<file path="config.mk">
export PLATFORM = sky130hd
export DESIGN_NAME = ram_stream_reader
export DESIGN_NICKNAME = d
export VERILOG_FILES = /design/src/rtl/ram_stream_reader.sv
export SDC_FILE = /design/constraint.sdc
export NUM_CORES = 1
export LEC_CHECK = 0
export CAP_MARGIN = 10
export CORE_MARGIN = 5
export CORE_UTILIZATION = 30
export CTS_CLUSTER_DIAMETER = 150
export DETAILED_ROUTE_END_ITERATION = 8
export GPL_ROUTABILITY_DRIVEN = 0
export PLACE_DENSITY = 0.56
export SLEW_MARGIN = 20
export SYNTH_ARGS = -nofsm -noshare
export SYNTH_HDL_FRONTEND = slang
export SYNTH_SLANG_ARGS = --single-unit
</file>
<file path="constraint.sdc">
create_clock -name clk -period 5.95 [get_ports clk]
set_clock_uncertainty 0.2 [all_clocks]
set_input_delay 1.19 -clock clk [delete_from_list [all_inputs] [get_ports clk]]
set_output_delay 1.19 -clock clk [all_outputs]
set_load 0.01 [all_outputs]
</file>
<file path="src/rtl/ram_stream_reader.sv">
// Burst reader: streams length words from a 1-cycle-latency RAM, starting at base_addr, onto a valid/ready interface.
// Optional macro RAM_STREAM_READER_CHECKSUM_EN adds a running modulo-2^DATA_WIDTH sum of accepted beats.
module ram_stream_reader #(
   parameter int unsigned DATA_WIDTH    = 32,
   parameter int unsigned ADDRESS_WIDTH = 12
) (
   input  logic                     clk,
   input  logic                     reset_n,
   input  logic                     start,
   input  logic [ADDRESS_WIDTH-1:0] base_addr,
   input  logic [ADDRESS_WIDTH:0]   length,
   output logic                     busy,
   output logic                     done,
   output logic [ADDRESS_WIDTH-1:0] mem_addr,
   output logic                     mem_wEn,
   input  logic [DATA_WIDTH-1:0]    mem_dataOut,
   output logic [DATA_WIDTH-1:0]    out_data,
   output logic                     out_valid,
   input  logic                     out_ready,
`ifdef RAM_STREAM_READER_CHECKSUM_EN
   output logic                     out_last,
   output logic [DATA_WIDTH-1:0]    checksum
`else
   output logic                     out_last
`endif
);

   localparam int unsigned LEN_W = ADDRESS_WIDTH + 1;
   localparam int unsigned OCC_W = 2;

   typedef enum logic [1:0] {
      S_IDLE,
      S_READ,
      S_DRAIN,
      S_DONE
   } state_t;

   state_t                   r_state;
   logic [LEN_W-1:0]         r_remaining;
   logic [ADDRESS_WIDTH-1:0] r_next_addr;
   logic [ADDRESS_WIDTH-1:0] r_mem_addr;
   logic                     r_inflight;
   logic                     r_inflight_last;
   logic                     r_busy;
   logic                     r_done;
   // Two-entry buffer: head drives the stream outputs directly, skid holds the second word.
   logic [DATA_WIDTH-1:0]    r_out_data;
   logic                     r_out_valid;
   logic                     r_out_last;
   logic [DATA_WIDTH-1:0]    r_skid_data;
   logic                     r_skid_valid;
   logic                     r_skid_last;
`ifdef RAM_STREAM_READER_CHECKSUM_EN
   logic [DATA_WIDTH-1:0]    r_checksum;
`endif

   logic                     w_pop;
   logic [OCC_W-1:0]         w_occ;
   logic                     w_issue;
   logic                     w_last_issue;

   // Buffer occupancy plus the word in flight, net of this cycle's pop, never exceeds one before an issue.
   assign w_pop        = r_out_valid && out_ready;
   assign w_occ        = OCC_W'(r_out_valid) + OCC_W'(r_skid_valid) + OCC_W'(r_inflight) - OCC_W'(w_pop);
   assign w_issue      = (r_state == S_READ) && (w_occ < OCC_W'(2));
   assign w_last_issue = (r_remaining == LEN_W'(1));

   always_ff @(posedge clk or negedge reset_n) begin
      if (!reset_n) begin
         r_state         <= S_IDLE;
         r_remaining     <= '0;
         r_next_addr     <= '0;
         r_mem_addr      <= '0;
         r_inflight      <= 1'b0;
         r_inflight_last <= 1'b0;
         r_busy          <= 1'b0;
         r_done          <= 1'b0;
         r_out_data      <= '0;
         r_out_valid     <= 1'b0;
         r_out_last      <= 1'b0;
         r_skid_data     <= '0;
         r_skid_valid    <= 1'b0;
         r_skid_last     <= 1'b0;
`ifdef RAM_STREAM_READER_CHECKSUM_EN
         r_checksum      <= '0;
`endif
      end else begin
         r_done     <= 1'b0;
         r_inflight <= w_issue;

         if (w_issue) begin
            r_mem_addr      <= r_next_addr;
            r_next_addr     <= r_next_addr + ADDRESS_WIDTH'(1);
            r_inflight_last <= w_last_issue;
            r_remaining     <= r_remaining - LEN_W'(1);
         end

         // Read data returns one edge after issue and is pushed behind whatever is still buffered.
         if (!r_out_valid || w_pop) begin
            if (r_skid_valid) begin
               r_out_data   <= r_skid_data;
               r_out_last   <= r_skid_last;
               r_out_valid  <= 1'b1;
               r_skid_valid <= r_inflight;
               if (r_inflight) begin
                  r_skid_data <= mem_dataOut;
                  r_skid_last <= r_inflight_last;
               end
            end else if (r_inflight) begin
               r_out_data  <= mem_dataOut;
               r_out_last  <= r_inflight_last;
               r_out_valid <= 1'b1;
            end else begin
               r_out_valid <= 1'b0;
               r_out_last  <= 1'b0;
            end
         end else if (r_inflight) begin
            r_skid_data  <= mem_dataOut;
            r_skid_last  <= r_inflight_last;
            r_skid_valid <= 1'b1;
         end

`ifdef RAM_STREAM_READER_CHECKSUM_EN
         if (w_pop) begin
            r_checksum <= r_checksum + r_out_data;
         end
`endif

         case (r_state)
            S_IDLE: begin
               if (start) begin
                  r_next_addr <= base_addr;
                  r_remaining <= length;
`ifdef RAM_STREAM_READER_CHECKSUM_EN
                  r_checksum  <= '0;
`endif
                  if (length == '0) begin
                     r_state <= S_DONE;
                     r_done  <= 1'b1;
                  end else begin
                     r_state <= S_READ;
                     r_busy  <= 1'b1;
                  end
               end
            end
            S_READ: begin
               if (w_issue && w_last_issue) begin
                  r_state <= S_DRAIN;
               end
            end
            S_DRAIN: begin
               if (w_pop && r_out_last) begin
                  r_state <= S_DONE;
                  r_done  <= 1'b1;
                  r_busy  <= 1'b0;
               end
            end
            S_DONE: begin
               r_state <= S_IDLE;
            end
            default: begin
               r_state <= S_IDLE;
            end
         endcase
      end
   end

   assign busy      = r_busy;
   assign done      = r_done;
   assign mem_addr  = r_mem_addr;
   assign mem_wEn   = 1'b0;
   assign out_data  = r_out_data;
   assign out_valid = r_out_valid;
   assign out_last  = r_out_last;
`ifdef RAM_STREAM_READER_CHECKSUM_EN
   assign checksum  = r_checksum;
`endif

endmodule

</file>
# Word-level counts from Yosys, hierarchy flattened
# Cells that the tools add are included.
[totals] output_inout_bits=49 regBits=111 input_bits=61 word_cells=77
[classes] n_addsub=5 n_lt_le_gt_ge=1 n_reduce_logical=14 muxes=34 eq_ne=9
[ops] cell="two-way mux 32 bit" count=5
[ops] cell="two-way mux 13 bit" count=3
[ops] cell="two-way mux 12 bit" count=3
[ops] cell="two-way mux 1 bit" count=16
[ops] cell="equality test 13 x 1 -> 1 bit (second input constant)" count=1
[ops] cell="logical NOT 13 bit" count=1
[ops] cell="subtractor 13 x 1 -> 13 bit (second input constant)" count=1
[ops] cell="adder 12 x 1 -> 12 bit (second input constant)" count=1
[ops] cell="two-way mux 2 bit" count=4
[ops] cell="inequality test 2 bit (second input constant)" count=4
[ops] cell="case mux 2 bit (4 select lines)" count=1
[ops] cell="nonzero test 2 bit" count=3
[ops] cell="equality test 2 bit (second input constant)" count=2
[ops] cell="logical AND 1 bit" count=4
[ops] cell="case mux 1 bit (2 select lines)" count=2
[ops] cell="AND reduction 4 bit" count=1
[ops] cell="AND reduction 3 bit" count=1
[ops] cell="adder 1 x 1 -> 2 bit" count=1
[ops] cell="adder 2 x 1 -> 2 bit" count=1
[ops] cell="equality test 2 x 1 -> 1 bit (second input constant)" count=1
[ops] cell="logical NOT 2 bit" count=1
[ops] cell="< comparator 2 bit (second input constant)" count=1
[ops] cell="inequality test 2 x 1 -> 1 bit (second input constant)" count=1
[ops] cell="AND reduction 2 bit" count=1
[ops] cell="other kinds (3)" count=3

# Depth between registers and ports, before layout
# Gate-level depths: netlist of run 1.
[logic_depth] ltp_word=8 depth_mapped=11 ltp_nobuf=9

# Worst setup path before layout of run 1
# OpenSTA, ideal clock, no wires.
[synth_path] kind="input port to flip-flop" startpoint="input port out_ready" endpoint="register r_state[1]" setup_time_ns=0.079 n_path_buf=1 arrival_time_ns=3.191 required_ns=5.671 path_slack_ns=2.479 cell_stages=10 path_cell_list="and2_1 -> ha_1 -> inv_1 -> ha_1 -> a21oi_1 -> mux2i_1 -> buf_2 -> nand4_1 -> a222oi_1 -> mux2i_1"
[synth_between] elab_chain_len=7 word_cells_on_any_way=9 classes_between="add/sub: 1; order compare: 1; eq/ne: 2; reduce/logical: 5"
[synth_rtl] item="start: declaration" line="19" rtl="input logic out_ready,"
[synth_rtl] item="logical AND 1 bit (*)" line="63" rtl="assign w_pop = r_out_valid && out_ready;"
[synth_rtl] item="subtractor 2 x 1 -> 2 bit" line="64" rtl="assign w_occ = OCC_W'(r_out_valid) + OCC_W'(r_skid_valid) + OCC_W'(r_inflight) - OCC_W'(w_pop);"
[synth_rtl] item="< comparator 2 bit" line="65" rtl="assign w_issue = (r_state == S_READ) && (w_occ < OCC_W'(2));"
[synth_rtl] item="logical AND 1 bit" line="65"
[synth_rtl] item="logical AND 1 bit" line="147" rtl="if (w_issue && w_last_issue) begin"
[synth_rtl] item="inequality test 2 x 1 -> 1 bit (no line)"
[synth_rtl] item="AND reduction 3 bit (no line) (*)"
[synth_rtl] item="end signal: assignment" line="70" rtl="r_state <= S_IDLE;"
[synth_rtl] item="end signal: assignment" line="148" rtl="r_state <= S_DRAIN;"
[synth_rtl] item="end signal: assignment" line="153" rtl="r_state <= S_DONE;"
[synth_rtl] item="end: declaration" line="38" rtl="state_t r_state;"
# Every way passes the cells marked *; elsewhere a longest branch is shown, timed or not.
# A chain may end at the register's enable or synchronous reset.

# Final worst setup path of run 1
[layout_path] startpoint="input port out_ready" endpoint="register r_remaining[11]"
[layout_between] elab_chain_len=7
[layout_rtl] item="logical AND 1 bit (*)" line="63"
[layout_rtl] item="subtractor 2 x 1 -> 2 bit (*)" line="64"
[layout_rtl] item="< comparator 2 bit (*)" line="65"
[layout_rtl] item="logical AND 1 bit (*)" line="65"
[layout_rtl] item="two-way mux 13 bit (*)" line="91" rtl="if (w_issue) begin"
[layout_rtl] item="two-way mux 13 bit" line="131" rtl="if (start) begin"
[layout_rtl] item="two-way mux 13 bit (*)" line="129" rtl="case (r_state)"
[layout_rtl] item="end signal: assignment" line="95" rtl="r_remaining <= r_remaining - LEN_W'(1);"
[layout_rtl] item="end signal: assignment" line="133" rtl="r_remaining <= length;"
[layout_rtl] item="end: declaration" line="39" rtl="logic [LEN_W-1:0] r_remaining;"
# Marks and branches as above.

==> results of run 1 <==
[registers in the layout, indices dropped and copies added, names as in the netlist]
| register | flops |
|---|---|
| busy | 1 |
| done | 1 |
| mem_addr | 12 |
| out_data | 32 |
| out_last | 1 |
| out_valid | 1 |
| r_inflight | 1 |
| r_inflight_last | 1 |
| r_next_addr | 12 |
| r_remaining | 13 |
| r_skid_data | 32 |
| r_skid_last | 1 |
| r_skid_valid | 1 |
| r_state | 2 |
[cell families (layout without fill, tap and decap cells)]
logic type                 after synthesis  after routing  synth area share (%)
and+or+nand+nor                        122            122                  11.7
DFF                                    111            111                  55.4
muxes                                   80             80                  17.1
AOI/OAI and AO/OA                       70             70                  7.33
buffers and inverters                   33            137                  2.72
xor gates and xnor gates                21             21                  3.67
adders and majority gates                8              8                  2.00
other                                    1              1                0.0748
[worst max path at each step]
stage                                 to  startpoint  depth (start not counted)  slack, ps
5_1_grt        r_remaining[11]$_DFF_PN0_   out_ready                         11       1370
4_1_cts        r_remaining[11]$_DFF_PN0_   out_ready                         11       1620
3_5_place_dp   r_remaining[11]$_DFF_PN0_   out_ready                         11       1270
2_1_floorplan     r_state[1]$_DFFE_PN0P_   out_ready                         10       2480
3_3_place_gp   r_remaining[11]$_DFF_PN0_   out_ready                         11       1350
6_report       r_remaining[11]$_DFF_PN0_   out_ready                         11       1590
[synth_stat cells (2+ instances only)]
cell type | count | share of area [%]
ha_1 | 8 | 2.0
nand4b_1 | 2 | 0.35
nand2_1 | 13 | 0.97
and2_1 | 4 | 0.50
o21ai_1 | 6 | 0.60
inv_1 | 9 | 0.67
nor3_1 | 3 | 0.30
mux2_1 | 41 | 9.2
a21oi_1 | 58 | 5.8
mux2_2 | 4 | 0.90
a31oi_1 | 2 | 0.25
nor2_1 | 66 | 4.9
nor4_1 | 3 | 0.37
xnor2_1 | 2 | 0.35
buf_2 | 7 | 0.70
nand2b_1 | 2 | 0.25
mux2i_1 | 35 | 7.0
nand3_1 | 7 | 0.70
buf_1 | 3 | 0.22
nand4_1 | 10 | 1.2
xor2_1 | 19 | 3.3
dfrtp_1 | 111 | 55
and3_1 | 3 | 0.37
clkbuf_1 | 13 | 0.97
[layout make-up]
| type | instances | area [sq um] | share of cell area (%) |
|---|---|---|---|
| clock buffers | 12 | 267 | 4.02 |
| clock inverters | 3 | 25.0 | 0.377 |
| inverters | 9 | 33.8 | 0.509 |
| multi-input cells | 302 | 2130 | 32.2 |
| flip-flops and latches | 111 | 2780 | 41.9 |
| well taps | 220 | 275 | 4.15 |
| repair buffers | 113 | 1120 | 16.8 |
[routing by layer]
layer | part of all wire (%) | wire length (um)
met4 | 1.3 | 147
met2 | 45 | 5190
met3 | 7.0 | 802
met5 | 0 | 0
met1 | 47 | 5380
[stage by stage]
| stage | cell area, sq um | hold slack, ps |
|---|---|---|
| after floorplan | 5020 | 256 |
| after global placement | 6340 | 273 |
| after detailed placement | 6340 | 277 |
| after CTS | 6630 | 294 |
| after global routing | 6630 | 313 |
| final | 6630 | 287 |
[power breakdown]
part           total (W)  switching, W  internal (W)  leakage, nW
clock           0.000592      0.000273      0.000319        0.141
combinational    0.00132      0.000622      0.000701         1.19
sequential       0.00140      0.000282       0.00112         1.26
==> run summary, run 1 <==
Tot GR Track Use = 12.5%
DIE AREA = 19400 sq um
final core occ = 40.3%
worst min path class = flop to flop
GRT Max-Usage Layer = met2
RR Endpoint = r_remaining[11]$_DFF_PN0_
most frequent cells in the layout = 110 x dfrtp_1, 107 x clkdlybuf4s50_1, 65 x nor2_1
share of cells above drive strength 1 = 6.00%
post-synthesis cell count = 446
top_reg_cell synth = dfrtp_1
Crit Path Max Fanout = 23
total power = 0.00332 W
maximum vdd drop = 0.203 mV
Hold Path Sink = mem_addr[11]$_DFFE_PN0P_
RSZ-0062 raised after global routing = false
Pleak = 2.60 nW
syn_area_per_cell = 11.2 sq um
Wirelength per Cell = 15.0 um
CTS tree = yes
met1 Usage GRT = 16.7%
Cells after DPL = 755
Final period util = 73.3%
Die Width = 139 um
Ports = 110
Hold Crit Depth = 1
crit path cell chain = clkdlybuf4s50_1 > and2_1 > ha_1 > inv_1 > ha_1 > a21oi_1 > mux2i_4 > buf_4 > nand3_2 > or4_1 > a31oi_1
Critical Path Slowest Stage Cell = mux2i_4
DR vias/cell = 4.67
R2R Path Start = r_skid_valid$_DFFE_PN0P_
Final ANT Viol Nets = 0
Worst Reg-to-Reg Cells = 7
largest net degree at the start of global routing = 65
Worst Slack Setup Final = 1590 ps
Bufs and invs on worst path = 3
H-tree level count = 3
CTS max path bufs = 2
CTS clk-pin slew, worst paths = 70 ps
Worst path most repeated cell = ha_1
die height = 139 um
Pre-Repair DR Iteration Count = 4
post-CTS setup repair buffer count = 0
grt total ovfl = 0
kind of critical path = primary input to flop
initial antenna violation count = 0
# DRC = 0
# fillers = 1603
Setup violations, final = 0
# resized after CTS = 0
Critical Path Sink Type = flop
Clock Sinks = 111
Detailed Place HPWL = 7.91 mm
IO Port Bufs = 108
Yosys reg bits = 111
met2 Resource Use GR = 19.0%
diode count = 0
Required @ worst endpoint = 6010 ps
hold path start = mem_addr[11]$_DFFE_PN0P_
cell family with most CP delay = buffers and inverters
core area = 16500 sq um
total number of vias = 3597
Setup WS pre-CTS = 1270 ps
CP peak stage delay = 590 ps
layout net count = 615
CTS Buf Count = 9
worst slew pin tran = 786 ps
most common cell after layout, fill and taps aside = dfrtp_1
status = finished clean
PD cells = 501 nW/um^2
Min Clock Period, post-route = 4360 ps
Root Buffer = clkbuf_16
final wirelength = 11.5 mm
hold buffers post-CTS = 0
R2R setup slack = 2470 ps
met3 Usage GRT = 4.56%
Area Growth Syn to Fin = 32.2%
final hold violation count = 0
vias in the first global route = 3866
1st-iter DRT viols = 112
worst path arrival time = 4420 ps
setup tns final = 0 ps
synthesis warning total = 0
max frequency = 229 MHz
Clk Latency, worst-skew pair = 350 ps
first-pass GRT wire length = 19.8 mm
initial core utilization = 30.5%
post-route insts no fill = 770
FP Rows = 47
startpoint types = primary input
mapped cell area = 5020 sq um
post-synthesis sequential area ratio = 55.4%
final slew viol count = 0
max_slew headroom = 47.6%
maxcap violations = 0
async set or reset register ratio after synthesis = 100%
EDFF count, synth = 0
count of cell types in the netlist = 39
Syn Nets = 515
(Power assumes the default switching activity.)
==> run 2, diff against run 1 <==
Settings changed: PLACE_DENSITY 0.56 to 0.58.
Clock period 5.95 ns to 3.95 ns, I/O delays scaled along.
==> run summary, run 2 (same netlist as run 1, synthesis figures left out) <==
total power = 0.00499 W
Worst Slack Setup Final = 476 ps
status = finished clean
maxcap violations = 0
FP Rows = 47
Pre-Repair DR Iteration Count = 4
post-CTS setup repair buffer count = 0
share of cells above drive strength 1 = 6.33%
worst slew pin tran = 906 ps
most frequent cells in the layout = 110 x dfrtp_1, 107 x clkdlybuf4s50_1, 65 x nor2_1
final slew viol count = 0
CP peak stage delay = 450 ps
crit path cell chain = clkdlybuf4s50_1 > and2_1 > ha_1 > inv_1 > ha_1 > a21oi_1 > mux2i_4 > buf_12 > nand2_1 > or3_1 > a31oi_1
Crit Path Max Fanout = 26
Setup violations, final = 0
post-route insts no fill = 773
Worst path most repeated cell = ha_1
die height = 139 um
diode count = 0
CTS clk-pin slew, worst paths = 70 ps
largest net degree at the start of global routing = 106
Detailed Place HPWL = 7.86 mm
Pleak = 2.61 nW
Min Clock Period, post-route = 3470 ps
# resized after CTS = 0
Final period util = 87.9%
IO Port Bufs = 108
DIE AREA = 19400 sq um
H-tree level count = 3
most common cell after layout, fill and taps aside = dfrtp_1
Clock Sinks = 111
Critical Path Slowest Stage Cell = clkdlybuf4s50_1
layout net count = 619
Bufs and invs on worst path = 3
Setup WS pre-CTS = 105 ps
DR vias/cell = 4.67
Die Width = 139 um
# DRC = 0
Tot GR Track Use = 12.2%
Final ANT Viol Nets = 0
worst min path class = primary input to asynchronous set/reset pin
core area = 16500 sq um
total number of vias = 3609
initial core utilization = 30.5%
hold slack final = 50.8 ps
CTS Buf Count = 9
Cells after DPL = 759
first-pass GRT wire length = 19.2 mm
hold buffers post-CTS = 0
Required @ worst endpoint = 4010 ps
PD cells = 750 nW/um^2
max_slew headroom = 39.5%
CTS tree = yes
worst path arrival time = 3540 ps
Critical Path Sink Type = flop
CTS max path bufs = 2
kind of critical path = primary input to flop
Clk Latency, worst-skew pair = 340 ps
Area Growth Syn to Fin = 32.7%
max frequency = 288 MHz
final hold violation count = 0
startpoint types = primary input
cell family with most CP delay = buffers and inverters
final wirelength = 11.3 mm
grt total ovfl = 0
initial antenna violation count = 0
vias in the first global route = 3772
RSZ-0062 raised after global routing = false
1st-iter DRT viols = 152
Root Buffer = clkbuf_16
Ports = 110
Wirelength per Cell = 14.7 um
maximum vdd drop = 0.308 mV
setup tns final = 0 ps
==> run 2: cell count changes in the layout (fill, tap and decap cells not counted), sizes merged <==
cell and delta:
inv -1, clkinv +1, buf +4, clkbuf -1
==> run 2: where the power goes <==
| group | switching, W | internal, W | total (W) |
|---|---|---|---|
| registers | 0.000373 | 0.00169 | 0.00206 |
| logic | 0.000997 | 0.00110 | 0.00210 |
| clock network | 0.000393 | 0.000439 | 0.000831 |
| total | 0.00176 | 0.00323 | 0.00499 |
==> run 2: area by class of cell <==
type / instances / area, sq um
well taps: 220 / 275
clock inverters: 3 / 21.3
repair buffers: 117 / 1170
clock buffers: 11 / 243
inverters: 9 / 33.8
multi-input cells: 302 / 2130
fillers: 1573 / 9810
flip-flops and latches: 111 / 2780
==> run 2: worst reg2reg max path: cells and delay by family, from the launching register on <==
kind                     cells  cell delay [ps]
flip-flops                   1              420
multiplexers                 1              400
adder cells (fa/ha/maj)      2              550
buffers and inverters        2              260
AO/OA/AOI/OAI                2              430
AND/OR/NAND/NOR              3              680
==> run 2: path summary, 6_finish.rpt <==
path,startpoint,end,slack (ps),cells past startpoint
worst max-delay path,out_ready,r_next_addr[11]$_DFF_PN0_,480,11
worst min-delay path,reset_n,r_skid_data[5]$_DFFE_PN0P_,50,1
worst max register to register,out_valid$_DFFE_PN0N_,r_next_addr[11]$_DFF_PN0_,940,10
worst min register to register,mem_addr[5]$_DFFE_PN0P_,mem_addr[5]$_DFFE_PN0P_,290,1
max in group asynchronous,reset_n,r_skid_valid$_DFFE_PN0P_,2700,2
min in group clk,mem_addr[5]$_DFFE_PN0P_,mem_addr[5]$_DFFE_PN0P_,290,1
==> run 2: stage by stage <==
step,cell area [sq um],utilization [%]
floorplan,5020,-
global placement,6390,38.8
detailed placement,6390,38.8
CTS,6660,40.4
global route,6660,40.4
finish,6660,40.4
==> run 2: routing by layer <==
metal  GRT usage [%]  vias to the layer above  routed length (um)
li1                -                     1755                   -
met1            16.8                     1757                5410
met2            18.1                       87                5060
met3            4.32                       10                 744
met4            3.40                        0                 119
met5               0                        -                   0
==> run 3, diff against run 2 <==
Settings changed: CAP_MARGIN 10 to 15, CTS_CLUSTER_SIZE set to 28, TNS_END_PERCENT set to 5.
==> results of run 3 <==
The final DEF is identical to that of run 2; final timing and power are the same.
